[src/rtl/vme_cmd_sequencer.sv]
// Single-command VME A24/D16 master: takes one command word, runs one bus cycle
// with a DTACK handshake, and returns read data plus status with a one-cycle pulse.
module vme_cmd_sequencer #(
  parameter int         ADDR_SETUP    = 2,
  parameter int         DTACK_TIMEOUT = 255,
  parameter int         REL_TIMEOUT   = 255,
  parameter logic [5:0] AM_CODE       = 6'h39
) (
  input  logic        clk,
  input  logic        rst_n,
  input  logic        start,
  input  logic [31:0] vme_cmd_reg,
  input  logic [31:0] vme_dat_reg_in,
  output logic        vme_cmd_rd,
  output logic        vme_dat_wr,
  output logic [31:0] vme_dat_reg_out,
  output logic [23:0] vme_addr,
  output logic [5:0]  vme_am,
  output logic        vme_as_n,
  output logic [1:0]  vme_ds_n,
  output logic        vme_write_n,
  output logic [15:0] vme_data_out,
  output logic        vme_data_oe,
  input  logic [15:0] vme_data_in,
  input  logic        vme_dtack_n,
  input  logic        vme_berr_n
);

  typedef enum logic [2:0] {
    S_IDLE,
    S_SETUP,
    S_STROBE,
    S_RELEASE,
    S_REPORT
  } state_t;

  localparam logic [15:0] L_AS_AT    = 16'(ADDR_SETUP - 1);
  localparam logic [15:0] L_DS_AT    = 16'(ADDR_SETUP);
  localparam logic [15:0] L_DT_LAST  = 16'(DTACK_TIMEOUT - 1);
  localparam logic [15:0] L_REL_LAST = 16'(REL_TIMEOUT - 1);

  state_t      r_state;
  state_t      w_state_nxt;
  logic [15:0] r_cnt;
  logic        r_dtack_s1, r_dtack_s2;
  logic        r_berr_s1, r_berr_s2;
  logic        r_is_read;
  logic        r_to, r_berr, r_ill;
  logic [15:0] r_res;

  logic w_valid_cmd;
  logic w_berr_hit;
  logic w_dtack_hit;
  logic w_dt_to;
  logic w_rel_ok;
  logic w_rel_to;
  logic w_unused_bits;

  assign w_valid_cmd   = vme_cmd_reg[25] | vme_cmd_reg[24];
  assign w_berr_hit    = ~r_berr_s2;
  assign w_dtack_hit   = ~r_dtack_s2;
  assign w_dt_to       = (r_cnt == L_DT_LAST);
  assign w_rel_ok      = r_dtack_s2 & r_berr_s2;
  assign w_rel_to      = (r_cnt == L_REL_LAST);
  assign w_unused_bits = &{1'b0, vme_cmd_reg[31:26], vme_dat_reg_in[31:16]};

  assign vme_cmd_rd = (r_state == S_IDLE);

  always_ff @(posedge clk or negedge rst_n) begin
    if (!rst_n) r_state <= S_IDLE;
    else        r_state <= w_state_nxt;
  end

  always_comb begin
    w_state_nxt = r_state;
    case (r_state)
      S_IDLE:    if (start) w_state_nxt = w_valid_cmd ? S_SETUP : S_REPORT;
      S_SETUP:   if (r_cnt == L_DS_AT) w_state_nxt = S_STROBE;
      S_STROBE:  if (w_berr_hit || w_dtack_hit || w_dt_to) w_state_nxt = S_RELEASE;
      S_RELEASE: if (w_rel_ok || w_rel_to) w_state_nxt = S_REPORT;
      S_REPORT:  w_state_nxt = S_IDLE;
      default:   w_state_nxt = S_IDLE;
    endcase
  end

  // Counter restarts from zero on every state change
  always_ff @(posedge clk or negedge rst_n) begin
    if (!rst_n) begin
      r_cnt <= '0;
    end else if (r_state == S_IDLE || w_state_nxt != r_state) begin
      r_cnt <= '0;
    end else begin
      r_cnt <= r_cnt + 16'd1;
    end
  end

  always_ff @(posedge clk or negedge rst_n) begin
    if (!rst_n) begin
      r_dtack_s1 <= 1'b1;
      r_dtack_s2 <= 1'b1;
      r_berr_s1  <= 1'b1;
      r_berr_s2  <= 1'b1;
    end else begin
      r_dtack_s1 <= vme_dtack_n;
      r_dtack_s2 <= r_dtack_s1;
      r_berr_s1  <= vme_berr_n;
      r_berr_s2  <= r_berr_s1;
    end
  end

  always_ff @(posedge clk or negedge rst_n) begin
    if (!rst_n) begin
      vme_dat_wr      <= 1'b0;
      vme_dat_reg_out <= '0;
      vme_addr        <= '0;
      vme_am          <= '0;
      vme_as_n        <= 1'b1;
      vme_ds_n        <= 2'b11;
      vme_write_n     <= 1'b1;
      vme_data_out    <= '0;
      vme_data_oe     <= 1'b0;
      r_is_read       <= 1'b0;
      r_to            <= 1'b0;
      r_berr          <= 1'b0;
      r_ill           <= 1'b0;
      r_res           <= '0;
    end else begin
      vme_dat_wr <= 1'b0;
      case (r_state)
        S_IDLE: begin
          if (start) begin
            r_to      <= 1'b0;
            r_berr    <= 1'b0;
            r_res     <= '0;
            r_ill     <= ~w_valid_cmd;
            r_is_read <= vme_cmd_reg[25];
            if (w_valid_cmd) begin
              vme_addr    <= vme_cmd_reg[23:0];
              vme_am      <= AM_CODE;
              // read wins when both direction bits are set
              vme_write_n <= vme_cmd_reg[25];
              vme_data_oe <= ~vme_cmd_reg[25];
              if (!vme_cmd_reg[25]) vme_data_out <= vme_dat_reg_in[15:0];
            end
          end
        end
        S_SETUP: begin
          if (r_cnt == L_AS_AT) vme_as_n <= 1'b0;
          if (w_state_nxt == S_STROBE) vme_ds_n <= 2'b00;
        end
        S_STROBE: begin
          if (w_state_nxt == S_RELEASE) begin
            vme_as_n    <= 1'b1;
            vme_ds_n    <= 2'b11;
            vme_data_oe <= 1'b0;
            vme_write_n <= 1'b1;
            if (w_berr_hit) begin
              r_berr <= 1'b1;
            end else if (w_dtack_hit) begin
              if (r_is_read) r_res <= vme_data_in;
            end else begin
              r_to <= 1'b1;
            end
          end
        end
        S_RELEASE: begin
          if (!w_rel_ok && w_rel_to) r_to <= 1'b1;
        end
        S_REPORT: begin
          vme_dat_wr      <= 1'b1;
          vme_dat_reg_out <= {13'd0, r_ill, r_berr, r_to, r_res};
        end
        default: ;
      endcase
    end
  end

endmodule

[config.mk]
export PLATFORM = sky130hd
export DESIGN_NAME = vme_cmd_sequencer
export DESIGN_NICKNAME = d
export VERILOG_FILES = /design/src/rtl/vme_cmd_sequencer.sv
export SDC_FILE = /design/constraint.sdc
export NUM_CORES = 1
export LEC_CHECK = 0
export BUFFER_PORTS_ARGS = -buffer_cell sky130_fd_sc_hd__buf_2
export CORE_MARGIN = 2
export CORE_UTILIZATION = 49
export CTS_CLUSTER_SIZE = 12
export DETAILED_ROUTE_END_ITERATION = 8
export PLACE_DENSITY_LB_ADDON = 0.2
export SYNTH_ARGS = -nofsm -noshare
export SYNTH_HDL_FRONTEND = slang
export SYNTH_SLANG_ARGS = --single-unit
[constraint.sdc]
create_clock -name clk -period 2.42 [get_ports clk]
set_input_delay 0.484 -clock clk [delete_from_list [all_inputs] [get_ports clk]]
set_output_delay 0.484 -clock clk [all_outputs]
set_load 0.05 [all_outputs]
After elaboration in Yosys (flattened, before gate mapping)

Index checks and enable logic that the tools add are counted.

Flip-flop bits (word level): 109
Bits of input ports: 85
Output and inout bits: 85
Logic and storage cells: 103

$add $sub $neg: 1
Equal/unequal tests: 21
Multiplexer cells: 36
Bitwise gates (word level): 6
Reduce and logical (&&, ||, !) cells: 19

Operator list:

| operator                | count |
|---|---|
| $mux W16                | 6 |
| $pmux W16 S2            | 1 |
| $ne A2 B2 Y1 const B    | 10 |
| $add A16 B1 Y16 const B | 1 |
| $eq A16 B1 Y1 const B   | 1 |
| $eq A16 B2 Y1 const B   | 1 |
| $eq A16 B8 Y1 const B   | 1 |
| $mux W1                 | 15 |
| $mux W3                 | 5 |
| $eq A3 B2 Y1 const B    | 4 |
| $pmux W3 S4             | 1 |
| $reduce_and A4 Y1       | 3 |
| $reduce_and A6 Y1       | 2 |
| $reduce_and A3 Y1       | 3 |
| $pmux W1 S2             | 4 |
| $logic_or A1 B1 Y1      | 4 |
| $mux W2                 | 2 |
| $not A1 Y1              | 4 |
| $pmux W2 S2             | 1 |
| $reduce_bool A2 Y1      | 2 |
| $eq A3 B1 Y1 const B    | 1 |
| $eq A3 B3 Y1 const B    | 1 |
| $logic_not A3 Y1        | 1 |
| $ne A3 B3 Y1            | 1 |
| 8 further kinds         | 8 |

Logic depth before layout (Yosys ltp)

Gate-level depths: netlist of run 1.

Depth after elaboration: 8
Mapped depth: 9
Mapped depth without buffers: 7

Worst setup path before layout of run 1

OpenSTA, ideal clock, no wires.

Path kind: register to output
From: register r_state[1]
To: output vme_cmd_rd
Data arrival time: 1.608 ns
Required time: 1.936 ns
Setup slack: 0.328 ns
Cell stages (with the launch flop): 3
Buffers on the path: 1
Path through: dfrtp_1 > clkbuf_1 > nor3_1

Word-level cells in the longest chain between the ends: 1

RTL lines:

| element                | RTL line | text |
|---|---|---|
| start, declared        | 42       | `state_t r_state;` |
| start signal, assigned | 71       | `else r_state <= w_state_nxt;` |
| $logic_not A3 Y1       | 67       | `assign vme_cmd_rd = (r_state == S_IDLE);` |
| end, declared          | 14       | `output logic vme_cmd_rd,` |

Every way passes these cells.

Worst setup path after layout of run 1

From: register r_cnt[0]
To: register vme_write_n

Word-level cells in the longest chain between the ends: 7
Elaborated cells between the ends (all ways): 11
Classes of those cells: 4 x eq/ne; 4 x mux; 3 x reduce/logical

RTL lines:

| element                                      | RTL line | text |
|---|---|---|
| start, declared                              | 44       | `logic [15:0] r_cnt;` |
| start signal, assigned                       | 93       | `r_cnt <= r_cnt + 16'd1;` |
| $eq A16 B8 Y1                                | 62, 64   |  |
| $logic_or A1 B1 Y1, on equally long branches | 80, 79   |  |
| $mux W3, on equally long branches            | 80, 79   |  |
| $pmux W3 S4 (*)                              | 76       | `case (r_state)` |
| $eq A3 B2 Y1 (*)                             | 152      | `if (w_state_nxt == S_RELEASE) begin` |
| $ne A2 B2 Y1 (no source line) (*)            | n/a      |  |
| $reduce_and A4 Y1 (no source line) (*)       | n/a      |  |
| end signal, assigned                         | 141      | `vme_write_n <= vme_cmd_reg[25];` |
| end, declared                                | 21       | `output logic vme_write_n,` |

Every way passes the cells marked *; elsewhere a longest branch is shown, timed or not.
A chain may end at the register's enable or synchronous reset.

==> metrics.md, run 1 <==
| Metric | Value |
|---|---|
| CORE AREA | 9153 um2 |
| Most common cell in the synthesized netlist | dfrtp_1 |
| PwrDens | 1326 nW/um2 |
| GP Congestion | 0.7471 |
| Htree depth | 3 |
| Setup crit end | vme_write_n |
| Synth cell count leaders | 101 x dfrtp_1, 58 x mux2_2, 43 x nand2_1, 24 x buf_4, 23 x o21ai_0 |
| Worst Setup Path Type | flip-flop to flip-flop |
| Die Ht | 100.8 um |
| Final period util | 0.8128 |
| Final Util | 0.6014 |
| First-pass GRT wire length | 13880 um |
| R2R Setup Slk | 0.45 ns |
| Max IR drop VDD | 0.8136 mV |
| Worst-path clk slew | 0.09 ns |
| # clock sinks | 108 |
| DR DRC count | 0 |
| Max Cap Violations | 0 |
| Synth-to-Final Area Change | 19.93% |
| TritonRoute pass-1 iters | 4 |
| Startpoint types | flip-flop |
| Slew Limit Fails | 0 |
| Slowest cell on crit path | dfrtp_1 |
| GRT Util Overall | 0.1758 |
| Total congestion overflow | 0 |
| Dpl hpwl | 6139 um |
| Synthesized area | 4589 um2 |
| Main flop type after synthesis | dfrtp_1 |
| HP Class | input pin to flip-flop |
| Arr. time, crit path | 2.28 ns |
| Crit path largest cell delay | 0.47 ns |
| CP Capture Type | flip-flop |
| # setup viols final | 0 |
| # nets final | 585 |
| Pin count of the biggest net entering global routing | 68 |
| Non-Filler Instances | 613 |
| Leakage | 2.722 nW |
| Share of layout cells above drive strength 1 | 0.4761 |
| Synth area leader | dfrtp_1 |
| Cells along the critical path | inv_1 > ha_1 > and3_1 > and4_1 > mux2i_1 > a32oi_1 > o21a_1 |
| Synth top area share | 0.5507 |
| Final Hold Fails | 0 |
| RSZ-0062 raised after global routing | false |
| Total Wirelength | 8650 um |
| Worst Setup SP | r_cnt[0] |
| CP max FO | 7 |
| Max clock buf depth | 2 |
| Die X | 100.8 um |
| Fmax | 508.4 MHz |
| Design Area, Final | 5504 um2 |
| Largest cells by area after synthesis | dfrtp_1 55%, mux2_2 14%, dfstp_2 4.0% |
| DR WL/cell | 14.11 um |
| Fin Setup TNS | 0 ns |
| Die Area | 10160 um2 |
| I/O pin cnt | 170 |
| TritonCTS clock tree | done |
| Async set-reset flop share out of synthesis | 1.000 |
| Clock Skew | 0.01363 ns |
| Routed Antenna Nets | 0 |
| Synth unique cells | 41 |
| TritonCTS Buffers | 9 |
| Reg2reg path depth | 7 |
| Vias in the first global route | 2943 |
| Outcome | finished, final reports clean |
| Synthesized flop and latch total | 108 |
| Worst r2r src | r_cnt[0] |
| Syn avg cell area | 12.51 um2 |
| Synthesized instance count | 367 |
| Initial Utilization | 0.5014 |
| DR iter-0 viols | 107 |
| Filler instances | 751 |
| Seq/Total Area, Yosys | 0.5908 |
| Post-synth EDFFs | 0 |
| CTS root buf | clkbuf_8 |
| Vias/cell | 4.953 |
| Placed cells | 596 |
| Site Rows | 35 |
| Initial antenna violation count | 0 |
| CP required | 2.73 ns |
| Fin crit period | 1.967 ns |
| Port bufs | 132 |
| Vias | 3036 |
| Yosys warnings | 0 |
| Post-placement cell area | 5294 um2 |
| Diode count | 0 |
| Clock latency on the worst-skew pair | 0.38 ns |
| Crit Reg-Reg Endpoint | vme_write_n |
## cells in the final DEF (no fill, tap or decap), types with 8 or more instances in the layout
cell type,n
nor2_2,11
buf_2,131
nand2_1,43
nor2_1,15
clkbuf_8,9
o21ai_0,22
dfrtp_1,101
nand3_1,8
mux2_2,58
conb_1,15
xor2_1,11
## state kept, by name, indices dropped and copies added, names as in the netlist, 3 cells and up
register         count
r_cnt               16
r_res               16
r_state              3
vme_addr            24
vme_dat_reg_out     19
vme_data_out        16
## cell type report
class | count | area, um2 | share of cell area
flip-flops and latches | 108 | 2711 | 0.4926
repair buffers | 140 | 750.7 | 0.1364
clock buffers | 10 | 127.6 | 0.02319
well taps | 111 | 138.9 | 0.02523
multi-input cells | 234 | 1688 | 0.3067
clock inverters | 6 | 72.57 | 0.01318
inverters | 4 | 15.01 | 0.002728
## worst min path at each step
stage / from / to / slack, ns / depth (start not counted)
floorplan: rst_n / r_berr / 0.19 / 0
finish: vme_dtack_n / r_dtack_s1 / 0.20 / 1
detailed placement: r_berr_s1 / r_berr_s2 / 0.35 / 0
global placement: rst_n / vme_dat_reg_out[5] / 0.35 / 1
CTS: vme_dtack_n / r_dtack_s1 / 0.18 / 1
global route: vme_berr_n / r_berr_s1 / 0.18 / 1
## critical path: cells and delay by family, from the launching register on
family / cells / cell delay [ns]
AOI/OAI and AO/OA: 2 / 0.36
adders and majority gates: 1 / 0.15
buffers and inverters: 1 / 0.09
DFF: 1 / 0.47
muxes: 1 / 0.36
and+or+nand+nor: 2 / 0.48
## logic make-up (layout without fill, tap and decap cells)
logic type / after synthesis / in the layout / share of synthesized area
AOI/OAI and AO/OA: 32 / 32 / 0.04117
xor gates and xnor gates: 15 / 15 / 0.02862
adders and majority gates: 3 / 3 / 0.008180
buffers and inverters: 39 / 160 / 0.05534
DFF: 108 / 108 / 0.5908
muxes: 61 / 61 / 0.1494
other: 1 / 15 / 0.0008171
and+or+nand+nor: 108 / 108 / 0.1257
## what timing repair did
item,CTS,global route
setup buffers,0,0
endpoints found under the hold margin,13,0
hold buffers,1,0
resized for setup,0,0
## routing by layer
layer / vias to the layer above / wire, um / GRT usage
met2: 99 / 3953 / 0.2672
met1: 1454 / 3933 / 0.2380
met5: - / 0 / 0
li1: 1467 / - / -
met3: 16 / 562 / 0.04369
met4: 0 / 201 / 0.08219
## stage by stage
stage / power [mW] / hold WS [ns] / setup slack, ns
floorplan: 5.471 / 0.1884 / 0.3284
global placement: 6.176 / 0.3479 / 0.4177
detailed placement: 6.254 / 0.3468 / 0.3648
CTS: 7.390 / 0.1763 / 0.3973
global route: 7.713 / 0.1783 / 0.2686
finish: 7.300 / 0.2027 / 0.4529
## where the power goes
part           internal [mW]  switching, mW
Combinational          0.945           2.52
Sequential              2.39          0.325
Clock                  0.490          0.627
Total                   3.83           3.47
No activity file was read; power rests on OpenSTA's default activity.
==> run 2: changes to the inputs <==
==> constraint.sdc (replaced) <==
create_clock -name clk -period 2 [get_ports clk]
set_input_delay 0.4 -clock clk [delete_from_list [all_inputs] [get_ports clk]]
set_output_delay 0.4 -clock clk [all_outputs]
set_load 0.05 [all_outputs]
==> metrics.md, run 2 (synthesis gave the netlist of run 1 again) <==
| Metric | Value |
|---|---|
| Crit Reg-Reg Endpoint | vme_write_n |
| Routed Antenna Nets | 0 (unchanged) |
| TritonCTS clock tree | done |
| Worst Hold Path EP | r_berr_s1 |
| Most Used Layer, Global Route | met2 |
| Final period util | 0.9397 (+0.1268) |
| TritonRoute pass-1 iters | 4 (unchanged) |
| CP delay by family, top | simple AND/OR/NAND/NOR gates |
| # nets final | 596 (+1.9%) |
| HP Start | vme_berr_n |
| TritonCTS Buffers | 9 (unchanged) |
| Largest regs | vme_addr (24), vme_dat_reg_out (19) |
| Commonest non-fill, non-tap cell in the layout | buf_2 |
| CP Capture Type | flip-flop |
| First-pass GRT wire length | 13940 um (+0.45%) |
| Cells along the critical path | nor4_4 > and4_4 > buf_4 > mux2i_1 > a32oi_1 > o21a_1 |
| Synth-to-Final Area Change | 21.62% |
| Clock latency on the worst-skew pair | 0.36 ns (-0.02 ns) |
| Dpl hpwl | 6357 um (+3.6%) |
| CTS root buf | clkbuf_8 |
| Startpoint types | flip-flop |
| Reg2reg path depth | 6 (-1) |
| GRT Util Overall | 0.1735 (-0.002308) |
| Hold Crit Depth | 1 (unchanged) |
| Placed cells | 606 (+1.7%) |
| Vias in the first global route | 2877 (-2.2%) |
| Initial antenna violation count | 0 (unchanged) |
| Total congestion overflow | 0 (unchanged) |
| Share of layout cells above drive strength 1 | 0.4912 (+0.01513) |
| Fin Setup TNS | 0 ns (unchanged) |
| Pin count of the biggest net entering global routing | 40 (-41%) |
| Clock Skew | 0.01064 ns (-0.002989 ns) |
| M1 GR Usage | 0.2439 (+0.005862) |
| PwrDens | 1583 nW/um2 (+19%) |
| I/O pin cnt | 170 (unchanged) |
| Clk pwr share | 0.138 (-0.015) |
| Die Ht | 100.8 um (unchanged) |
| Initial Utilization | 0.5014 (unchanged) |
| CORE AREA | 9153 um2 (unchanged) |
| Max reg flops | 24 (unchanged) |
| Worst-path clk slew | 0.10 ns (about the same) |
| Met3 usage in global routing | 0.03537 (-0.008322) |
| Leakage | 2.769 nW (+1.7%) |
| Port bufs | 132 (unchanged) |
| GP Congestion | 0.8328 (+11%) |
| Met2 Resource Use GR | 0.2692 (+0.002051) |
| Commonest cells after routing, fill and taps aside | 131 x buf_2, 101 x dfrtp_1, 58 x mux2_2, 43 x nand2_1, 21 x o21ai_0 |
| Outcome | finished, final reports clean |
| CP max FO | 4 (-3) |
| Internal | 4.615 mW (+21%) |
| Max clock buf depth | 2 (unchanged) |
| Die Area | 10160 um2 (unchanged) |
| Fin crit period | 1.879 ns (-0.08770 ns) |
| Die X | 100.8 um (unchanged) |
| # clock sinks | 108 (unchanged) |
| Final Hold Fails | 0 (unchanged) |
| DR DRC count | 0 (unchanged) |
| Diode count | 0 (unchanged) |
| Crit path largest cell delay | 0.43 ns (-0.04 ns) |
| Vias/cell | 4.912 (-0.82%) |
| Largest register by flop count | vme_addr |
| Max Cap Violations | 0 (unchanged) |
| Arr. time, crit path | 2.18 ns (-0.10 ns) |
| Worst r2r src | r_cnt[9] |
| RSZ-0062 raised after global routing | false |
| Slew Limit Fails | 0 (unchanged) |
| Power, Total | 8.836 mW (+21%) |
| Total Wirelength | 8804 um (+1.8%) |
| DR WL/cell | 14.11 um (about the same) |
| Worst Setup Path Type | flip-flop to flip-flop |
| Filler instances | 763 (+1.6%) |
| DR iter-0 viols | 59 (-45%) |
| Combinational share of power | 0.495 (+0.020) |
| Max IR drop VDD | 1.049 mV (+29%) |
| # setup viols final | 0 (unchanged) |
| HP Class | input pin to flip-flop |
| Switching power | 4.221 mW (+22%) |
| Switch share | 0.4777 (+0.002286) |
| Hold_ws | 0.1262 ns (-0.07653 ns) |
| Worst Setup SP | r_cnt[9] |
| Htree depth | 3 (unchanged) |
| Site Rows | 35 (unchanged) |
| Seq pwr share | 0.368 (-0.004) |
| CP required | 2.30 ns (-0.43 ns) |
| Fmax | 532.1 MHz (+4.7%) |
| Worst Path Buf+Inv | 1 (unchanged) |
| Slowest cell on crit path | dfrtp_1 |
| Vias | 3065 (+0.96%) |
| R2R Setup Slk | 0.12 ns (-0.33 ns) |
| Non-Filler Instances | 624 (+1.8%) |
| Final Util | 0.6098 (+0.008476) |
==> run 2: changes by cell type in the layout (fill, tap and decap cells not counted), sizes merged <==
| cell | delta |
|---|---|
| buf | +11 |
| inv | +1 |
| clkinv | -1 |
| bufinv | -1 |
| clkinvlp | +1 |
==> run 2: layout make-up <==
cell class	count	area, um2	area share
Clock buffer	10	127.6	0.02286
Clock inverter	6	47.55	0.008518
Inverter	4	15.01	0.002690
Multi-Input combinational cell	234	1695	0.3037
Sequential cell	108	2711	0.4858
Tap cell	111	138.9	0.02488
Timing Repair Buffer	151	845.8	0.1515
==> run 2: timing repair <==
item / in CTS / in global routing
setup endpoints to repair: 12 / 2
buffers inserted: 1 / 0
endpoints found under the hold margin: 13 / 0
hold buffers: 1 / 0
pin swaps: 1 / 1
gates resized for setup: 0 / 3
==> run 2: worst register-to-register path, delay by kind of cell, from the launching register on <==
kind | cells | cell delay [ns]
flip-flops | 1 | 0.43
AND/OR/NAND/NOR | 2 | 0.67
buffers and inverters | 1 | 0.13
multiplexers | 1 | 0.25
AO/OA/AOI/OAI | 2 | 0.35
==> run 2: worst max path at each step <==
| stage | to | cells after the start |
|---|---|---|
| after floorplan | r_cnt[10] | 9 |
| after global placement | r_cnt[6] | 5 |
| after detailed placement | r_cnt[5] | 5 |
| after CTS | vme_data_oe | 6 |
| after global routing | vme_write_n | 6 |
| final | vme_write_n | 6 |
==> run 2: layer usage <==
| layer | routed length, um | vias to the layer above | part of all wire |
|---|---|---|---|
| met4 | 82 | 0 | 0.0093 |
| met3 | 484 | 7 | 0.055 |
| met1 | 4128 | 1487 | 0.47 |
| li1 | - | 1482 | - |
| met2 | 4108 | 89 | 0.47 |
| met5 | 0 | - | 0 |
==> run 2: power groups by stage <==
stage | clock network [mW] | logic, mW | registers, mW
after floorplan | 0 | 1.40 | 5.23
after global placement | 0 | 4.28 | 3.26
after detailed placement | 0 | 4.34 | 3.30
after CTS | 1.25 | 4.41 | 3.26
after global routing | 1.35 | 4.60 | 3.34
final | 1.22 | 4.37 | 3.25
==> run 2: through the flow <==
step	instance area [um2]	setup slack (ns)
6_report	5582	0.1206
5_1_grt	5582	0.03291
4_1_cts	5579	0.04901
3_5_place_dp	5374	-0.04525
3_3_place_gp	5374	0.01866
2_1_floorplan	4647	0.2270
